$ cat config.mk
export PLATFORM = sky130hd
export DESIGN_NAME = stream_demux_flat
export DESIGN_NICKNAME = d
export VERILOG_FILES = /design/src/rtl/stream_demux_pkg.sv /design/src/rtl/stream_demux_if.sv /design/src/rtl/stream_demux_slot.sv /design/src/rtl/stream_demux.sv /design/src/flat_wrapper.sv
export SDC_FILE = /design/constraint.sdc
export NUM_CORES = 1
export LEC_CHECK = 0
export CORE_MARGIN = 2
export CORE_UTILIZATION = 47
export DETAILED_ROUTE_END_ITERATION = 8
export GPL_TIMING_DRIVEN = 1
export MAX_ROUTING_LAYER = met4
export PLACE_DENSITY = 0.82
export SLEW_MARGIN = 20
export SYNTH_ARGS = -nofsm -noshare
export SYNTH_HDL_FRONTEND = slang
export SYNTH_HIERARCHICAL = 1
export SYNTH_SLANG_ARGS = --single-unit
$ cat constraint.sdc
create_clock -name clk -period 2 [get_ports clk]
set_input_delay 0.4 -clock clk [delete_from_list [all_inputs] [get_ports clk]]
set_output_delay 0.4 -clock clk [all_outputs]
set_load 0.01 [all_outputs]
$ cat src/rtl/stream_demux_pkg.sv
// Shared constants for the 1:2 stream demultiplexer.
// Optional per-output transfer counters are enabled by STREAM_DEMUX_COUNT_EN.
package stream_demux_pkg;

    localparam logic SEL_OUT0 = 1'b0;
    localparam logic SEL_OUT1 = 1'b1;

    localparam int unsigned DATA_WIDTH_DEFAULT  = 32;
    localparam int unsigned COUNT_WIDTH_DEFAULT = 16;

endpackage

$ cat src/rtl/stream_demux_if.sv
// Handshake bundle between the producer, the demux and its two consumers.
// Counter signals exist only when STREAM_DEMUX_COUNT_EN is defined.
interface stream_demux_if #(
    parameter int unsigned DATA_WIDTH = stream_demux_pkg::DATA_WIDTH_DEFAULT
`ifdef STREAM_DEMUX_COUNT_EN
    , parameter int unsigned COUNT_WIDTH = stream_demux_pkg::COUNT_WIDTH_DEFAULT
`endif
) ();

    logic [DATA_WIDTH-1:0]  in_data;
    logic                   in_valid;
    logic                   sel;
    logic                   in_ready;

    logic [DATA_WIDTH-1:0]  out0_data;
    logic                   out0_valid;
    logic                   out0_ready;
    logic [DATA_WIDTH-1:0]  out1_data;
    logic                   out1_valid;
    logic                   out1_ready;

`ifdef STREAM_DEMUX_COUNT_EN
    logic [COUNT_WIDTH-1:0] out0_count;
    logic [COUNT_WIDTH-1:0] out1_count;
`endif

    // Demux side.
    modport slave (
        input  in_data, in_valid, sel, out0_ready, out1_ready,
        output in_ready, out0_data, out0_valid, out1_data, out1_valid
`ifdef STREAM_DEMUX_COUNT_EN
        , output out0_count, out1_count
`endif
    );

    // Producer and consumer side.
    modport master (
        output in_data, in_valid, sel, out0_ready, out1_ready,
        input  in_ready, out0_data, out0_valid, out1_data, out1_valid
`ifdef STREAM_DEMUX_COUNT_EN
        , input out0_count, out1_count
`endif
    );

endinterface

$ cat src/rtl/stream_demux_slot.sv
// One-entry registered output slot with valid/ready handshake.
// Carries a wrapping handshake counter when STREAM_DEMUX_COUNT_EN is defined.
module stream_demux_slot #(
    parameter int unsigned DATA_WIDTH = 32
`ifdef STREAM_DEMUX_COUNT_EN
    , parameter int unsigned COUNT_WIDTH = 16
`endif
) (
    input  logic                   clk,
    input  logic                   rst_n,
    input  logic                   load,
    input  logic [DATA_WIDTH-1:0]  load_data,
    input  logic                   ready,
    output logic                   valid,
    output logic [DATA_WIDTH-1:0]  data
`ifdef STREAM_DEMUX_COUNT_EN
    , output logic [COUNT_WIDTH-1:0] count
`endif
);

    logic                  valid_q;
    logic [DATA_WIDTH-1:0] data_q;
    logic                  drain;

    assign drain = valid_q && ready;

    // Load wins over drain so a same-cycle refill keeps the slot full.
    always_ff @(posedge clk or negedge rst_n) begin
        if (!rst_n) begin
            valid_q <= 1'b0;
            data_q  <= '0;
        end else if (load) begin
            valid_q <= 1'b1;
            data_q  <= load_data;
        end else if (drain) begin
            valid_q <= 1'b0;
        end
    end

    assign valid = valid_q;
    assign data  = data_q;

`ifdef STREAM_DEMUX_COUNT_EN
    logic [COUNT_WIDTH-1:0] count_q;

    always_ff @(posedge clk or negedge rst_n) begin
        if (!rst_n) begin
            count_q <= '0;
        end else if (drain) begin
            count_q <= count_q + COUNT_WIDTH'(1);
        end
    end

    assign count = count_q;
`endif

endmodule

$ cat src/rtl/stream_demux.sv
// Routes one valid/ready stream to one of two registered output slots chosen by sel.
// Define STREAM_DEMUX_COUNT_EN to add per-output handshake counters.
module stream_demux
    import stream_demux_pkg::*;
#(
    parameter int unsigned DATA_WIDTH = DATA_WIDTH_DEFAULT
`ifdef STREAM_DEMUX_COUNT_EN
    , parameter int unsigned COUNT_WIDTH = COUNT_WIDTH_DEFAULT
`endif
) (
    input logic           clk,
    input logic           rst_n,
    stream_demux_if.slave bus
);

    logic slot0_free;
    logic slot1_free;
    logic in_ready;
    logic load0;
    logic load1;

    // Only the selected slot gates acceptance; the other may stall freely.
    always_comb begin
        slot0_free = !bus.out0_valid || bus.out0_ready;
        slot1_free = !bus.out1_valid || bus.out1_ready;
        in_ready   = (bus.sel == SEL_OUT1) ? slot1_free : slot0_free;
        load0      = bus.in_valid && in_ready && (bus.sel == SEL_OUT0);
        load1      = bus.in_valid && in_ready && (bus.sel == SEL_OUT1);
    end

    assign bus.in_ready = in_ready;

    stream_demux_slot #(
        .DATA_WIDTH (DATA_WIDTH)
`ifdef STREAM_DEMUX_COUNT_EN
        , .COUNT_WIDTH(COUNT_WIDTH)
`endif
    ) u_slot0 (
        .clk       (clk),
        .rst_n     (rst_n),
        .load      (load0),
        .load_data (bus.in_data),
        .ready     (bus.out0_ready),
        .valid     (bus.out0_valid),
        .data      (bus.out0_data)
`ifdef STREAM_DEMUX_COUNT_EN
        , .count   (bus.out0_count)
`endif
    );

    stream_demux_slot #(
        .DATA_WIDTH (DATA_WIDTH)
`ifdef STREAM_DEMUX_COUNT_EN
        , .COUNT_WIDTH(COUNT_WIDTH)
`endif
    ) u_slot1 (
        .clk       (clk),
        .rst_n     (rst_n),
        .load      (load1),
        .load_data (bus.in_data),
        .ready     (bus.out1_ready),
        .valid     (bus.out1_valid),
        .data      (bus.out1_data)
`ifdef STREAM_DEMUX_COUNT_EN
        , .count   (bus.out1_count)
`endif
    );

endmodule

$ cat src/flat_wrapper.sv
// flat-port wrapper written by rule: the top's interface ports become plain ports
module stream_demux_flat import stream_demux_pkg::*;
#(
    parameter int unsigned DATA_WIDTH = DATA_WIDTH_DEFAULT

)
  (clk, rst_n, bus_in_data, bus_in_valid, bus_sel, bus_out0_ready, bus_out1_ready, bus_in_ready, bus_out0_data, bus_out0_valid, bus_out1_data, bus_out1_valid);
  stream_demux_if #(.DATA_WIDTH(DATA_WIDTH)) bus_i ();
  input logic clk;
  input logic rst_n;
  input wire logic [$bits(bus_i.in_data)-1:0] bus_in_data;
  input wire logic [$bits(bus_i.in_valid)-1:0] bus_in_valid;
  input wire logic [$bits(bus_i.sel)-1:0] bus_sel;
  input wire logic [$bits(bus_i.out0_ready)-1:0] bus_out0_ready;
  input wire logic [$bits(bus_i.out1_ready)-1:0] bus_out1_ready;
  output wire logic [$bits(bus_i.in_ready)-1:0] bus_in_ready;
  output wire logic [$bits(bus_i.out0_data)-1:0] bus_out0_data;
  output wire logic [$bits(bus_i.out0_valid)-1:0] bus_out0_valid;
  output wire logic [$bits(bus_i.out1_data)-1:0] bus_out1_data;
  output wire logic [$bits(bus_i.out1_valid)-1:0] bus_out1_valid;
  assign bus_i.in_data = bus_in_data;
  assign bus_i.in_valid = bus_in_valid;
  assign bus_i.sel = bus_sel;
  assign bus_i.out0_ready = bus_out0_ready;
  assign bus_i.out1_ready = bus_out1_ready;
  assign bus_in_ready = bus_i.in_ready;
  assign bus_out0_data = bus_i.out0_data;
  assign bus_out0_valid = bus_i.out0_valid;
  assign bus_out1_data = bus_i.out1_data;
  assign bus_out1_valid = bus_i.out1_valid;
  stream_demux #(.DATA_WIDTH(DATA_WIDTH)) u_core (.clk(clk), .rst_n(rst_n), .bus(bus_i));
endmodule
# After elaboration in Yosys (flattened, before gate mapping)
# Cells that the tools add are included.
# classes
n_reduce_logical,11
bitwise,1
n_mux,5
# ops
operator,count
$logic_and 1x1->1,5
$mux 1,5
$reduce_bool 2->1,2
$logic_not 1->1,2
$logic_or 1x1->1,2
$not 1->1,1
# totals
in_bits,38
reg_bits,66
elab_cells,21

# Longest topological paths before layout
# logic_depth
ltp_word,6
mapped_depth,5
mapped_depth_nobuf,3

# Cells and area by module
# The synthesis kept the hierarchy.
# by_module_without_submodules
mod,area_each_um2,n_inst,cells_per_inst
stream_demux_slot,1377.6,2,71
stream_demux,45.0,1,7

# Worst setup path after synthesis
# OpenSTA, ideal clock, no wires.
# synth_timing
path_kind,register -> register
start,reg u_core.u_slot0.valid_q (netlist: u_core/u_slot0/valid)
end,reg u_core.u_slot0.data_q[0] (netlist: u_core/u_slot0/data[0])
arrival_time_ns,1.307
n_path_buf,2
slack_ns,0.567
period_less_slack_ns,1.433
stages_incl_launch_ff,6
path_cell_list,dfrtp_1 nor2b_1 nor3b_2 buf_6 buf_12 mux2_4
# synth_between
elab_chain_cells,5
# synth_rtl
item,line,text
start: declaration,stream_demux_slot.sv:21,logic valid_q;
start signal: assignment,stream_demux_slot.sv:30,valid_q <= 1'b0;
start signal: assignment,stream_demux_slot.sv:33,valid_q <= 1'b1;
start signal: assignment,stream_demux_slot.sv:36,valid_q <= 1'b0;
$logic_not 1->1,stream_demux.sv:24,slot0_free = !bus.out0_valid || bus.out0_ready;
$logic_or 1x1->1,stream_demux.sv:24,
$mux 1,stream_demux.sv:26,in_ready = (bus.sel == SEL_OUT1) ? slot1_free : slot0_free;
$logic_and 1x1->1 (2 in a row),stream_demux.sv:27,load0 = bus.in_valid && in_ready && (bus.sel == SEL_OUT0);
named net u_core.load0,stream_demux.sv:19,logic load0;
end signal: assignment,stream_demux_slot.sv:34,data_q <= load_data;
end: declaration,stream_demux_slot.sv:22,logic [DATA_WIDTH-1:0] data_q;
# The timed path passes the listed nets, and every way through them passes these cells.
# A chain may end at the register's enable or synchronous reset.

# Worst setup path in the final report
# layout_timing
start,in bus_sel
end,out bus_in_ready
# layout_between
elab_chain_cells,1
# layout_rtl
item,line,text
start: declaration,flat_wrapper.sv:13,input wire logic [$bits(bus_i.sel)-1:0] bus_sel;
$mux 1,stream_demux.sv:26,
end: declaration,flat_wrapper.sv:16,output wire logic [$bits(bus_i.in_ready)-1:0] bus_in_ready;
# Every way passes these cells.

==> impl_metrics.py <==
metrics = {
    "run_status": {
        "run_status": "finished clean",
    },
    "yosys": {
        "synth_nets": 187,
        "ys.warnings.count": 6,
        "avgSynthCellArea_um2": 18.8,
        "synth-xor-area-share_pct": 0,
        "synth.distinct_cells": 13,
        "synth_top_family_by_area": "multiplexers",
        "synth_compound_area_share_pct": 0.938,
        "synthMuxAreaShare_pct": 33.5,
        "synth_seq_cells": 66,
        "syn_area_um2": 2800,
        "synth-seq-area-share_pct": 59.0,
        "yosys.area_share.simple_pct": 1.07,
        "yosys.area_share.adder_pct": 0,
        "synth_cells": 149,
    },
    "clocking": {
        "cts_made_buffers": 9,
        "cts_tree": "done",
        "htreeDepth": 3,
        "clockRootBuffer": "clkbuf_8",
        "max-clock-path-buffers": 2,
        "clk_pin_slew_worst_paths_ns": 0.07,
        "clock_latency_ns": 0.33,
        "cts_sinks": 66,
    },
    "hold_path": {
        "hold_path.class": "reg2reg",
        "min_to": "u_core/u_slot1/data[24]$_DFFE_PN0P_",
        "min_from": "u_core/u_slot1/data[24]$_DFFE_PN0P_",
        "hold_depth": 1,
    },
    "floorplanning": {
        "fp.dieArea_um2": 6590,
        "die_w_um": 81.2,
        "die_y_um": 81.2,
        "start_util_pct": 47.9,
        "rows": 28,
        "ios": 105,
        "core_um2": 5850,
    },
    "grt": {
        "grt_pass1_vias": 1878,
        "grt.total_usage_pct": 19.9,
        "overflow": 0,
        "grt_pass1_wl_mm": 9.44,
        "grt_max_degree": 51,
        "grt_antenna_before_repair": 0,
    },
    "pwr": {
        "p_switching_uw": 1020,
        "p_seq_share_pct": 43.3,
        "p_clk_share_pct": 26.4,
        "p_int_uw": 2960,
        "design_power_total_uw": 3980,
        "cellLeakagePower_uw": 0.00184,
        "combinationalPowerShare_pct": 30.4,
        "ir_worst_vdd_uv": 515,
        "swShare_pct": 25.6,
        "powerDensity_nw_per_um2": 968,
    },
    "finish": {
        "layout_common_cells": "102 x clkdlybuf4s50_1, 66 x dfrtp_1, 58 x mux2_4",
        "multi_input_area_um2": 1010,
        "drive_above_1_share_pct": 33.6,
        "final_nets": 304,
        "fillers": 385,
        "final_common_cell": "clkdlybuf4s50_1",
        "register_area_um2": 1650,
        "area_growth_pct": 47.0,
        "diodes": 0,
        "post-route-util_pct": 70.4,
    },
    "sta": {
        "hold_viol": 0,
        "rsz0062_at_grt": "no",
        "max_slew_margin_pct": 73.1,
        "finClkSkew_ns": 0.00723,
        "timing.final.crit_share_pct": 91.0,
        "worst_pin_slew_ns": 0.404,
        "setup_viol": 0,
        "maxSlewViolCount": 0,
        "fmax_mhz": 550,
        "post-route-min-period_ns": 1.82,
    },
    "route": {
        "drc": 0,
        "vias": 1668,
        "wl_per_cell_um": 16.7,
        "avgViaCountPerCell": 4.82,
        "first_iter_violations": 66,
        "firstDrtPassIters": 4,
        "wl_mm": 5.78,
        "drtAntennaViolNets": 0,
    },
    "worst_setup_path": {
        "critPathCaptureType": "output port",
        "cp_cell_sequence": "clkdlybuf4s50_1 -> nor3b_1 -> a31oi_1 -> dlygate4sd2_1",
        "cp_max_fo": 3,
        "cp-start-kind": "input pin",
        "arrival_ns": 1.42,
        "cp.required_ns": 1.60,
        "reg2reg_depth": 4,
        "cp_slowest_cell": "clkdlybuf4s50_1",
        "critPathKind": "in2out",
        "reg2reg_to": "u_core/u_slot0/data[29]$_DFFE_PN0P_",
        "crit-reg2reg-launch": "u_core/u_slot0/valid$_DFFE_PN0P_",
        "r2r_setup_slack_ns": 0.45,
        "slowest_delay_ns": 0.45,
    },
    "placement": {
        "place.detailed.hpwl_mm": 4.16,
        "place_congestion": 0.751,
        "io_buffers": 104,
    },
    "job": {
        "drv_cap": 0,
    },
}
==> logic make-up after synthesis <==
logic type             after synthesis
flip-flops                          66
multiplexers                        64
AO/OA/AOI/OAI                        4
buffers and inverters               11
AND/OR/NAND/NOR                      4
==> registers in the layout, summed over array words and instances (netlist names) <==
signal	flops
u_core/u_slot0/data	32
u_core/u_slot1/valid	1
u_core/u_slot1/data	32
u_core/u_slot0/valid	1
==> worst max-delay path by stage <==
stage	cells past startpoint	startpoint	slack, ns	end
final	4	bus_sel	0.18	bus_in_ready
after detailed placement	4	bus_sel	-0.09	bus_in_ready
after global routing	4	bus_sel	0.12	bus_in_ready
after floorplan	5	u_core/u_slot0/valid$_DFFE_PN0P_	0.57	u_core/u_slot0/data[0]$_DFFE_PN0P_
after global placement	4	bus_out1_ready	-0.05	bus_in_ready
after CTS	4	bus_sel	0.18	bus_in_ready
==> critical path: cells and delay by family <==
family | cells | cell delay, ns
AND/OR/NAND/NOR | 1 | 0.22
AO/OA/AOI/OAI | 1 | 0.06
buffers and inverters | 2 | 0.74
==> Yosys cell counts <==
| cell type | n | area, µm² |
|---|---|---|
| mux2_2 | 6 | 67.6 |
| nand2_1 | 1 | 3.75 |
| nor3b_2 | 1 | 12.5 |
| mux2_4 | 58 | 871 |
| buf_6 | 2 | 22.5 |
| a21o_1 | 2 | 15.0 |
| a31oi_1 | 1 | 6.26 |
| nor3b_1 | 1 | 7.51 |
| nor2b_1 | 1 | 6.26 |
| a21oi_1 | 1 | 5.00 |
| inv_1 | 3 | 11.3 |
| dfrtp_1 | 66 | 1650 |
| buf_12 | 6 | 120 |
==> per-layer routing <==
metal	wire, µm	up-vias	GRT usage, %
met4	115	0	9.15
met2	2780	62	29.4
met3	306	10	4.33
met5	0	-	-
li1	-	750	-
met1	2580	846	26.4
==> per-stage QoR <==
| stage | cells | worst slack, ns | hold WS, ns | cell area (µm²) | setup TNS (ns) |
|---|---|---|---|---|---|
| floorplan | 149 | 0.567 | 0.104 | 2800 | 0 |
| global placement | 329 | -0.0495 | 0.339 | 3920 | -0.0495 |
| detailed placement | 329 | -0.0850 | 0.350 | 3920 | -0.161 |
| CTS | 346 | 0.182 | 0.516 | 4120 | 0 |
| global route | 346 | 0.118 | 0.532 | 4120 | 0 |
| finish | 346 | 0.180 | 0.511 | 4120 | 0 |
==> what timing repair did <==
item,CTS,global route
endpoints found under the setup margin,1,0
hold endpoints to repair,16,0
setup buffers,0,0
resized for setup,1,0
hold buffers,1,0
==> cell type report <==
type	instances	share of cell area (%)
well taps	75	2.28
multi-input cells	72	24.6
flip-flops and latches	66	40.1
repair buffers	114	28.2
clock buffers	10	3.10
inverters	3	0.274
clock inverters	6	1.40
==> power groups by stage <==
stage,Combinational (µW),Sequential [µW],Clock [µW]
CTS,1230,1730,1080
global route,1280,1760,1140
detailed placement,1220,1740,0
floorplan,434,1850,0
finish,1210,1720,1050
global placement,1200,1740,0
Power figures use the tool's default switching activity.
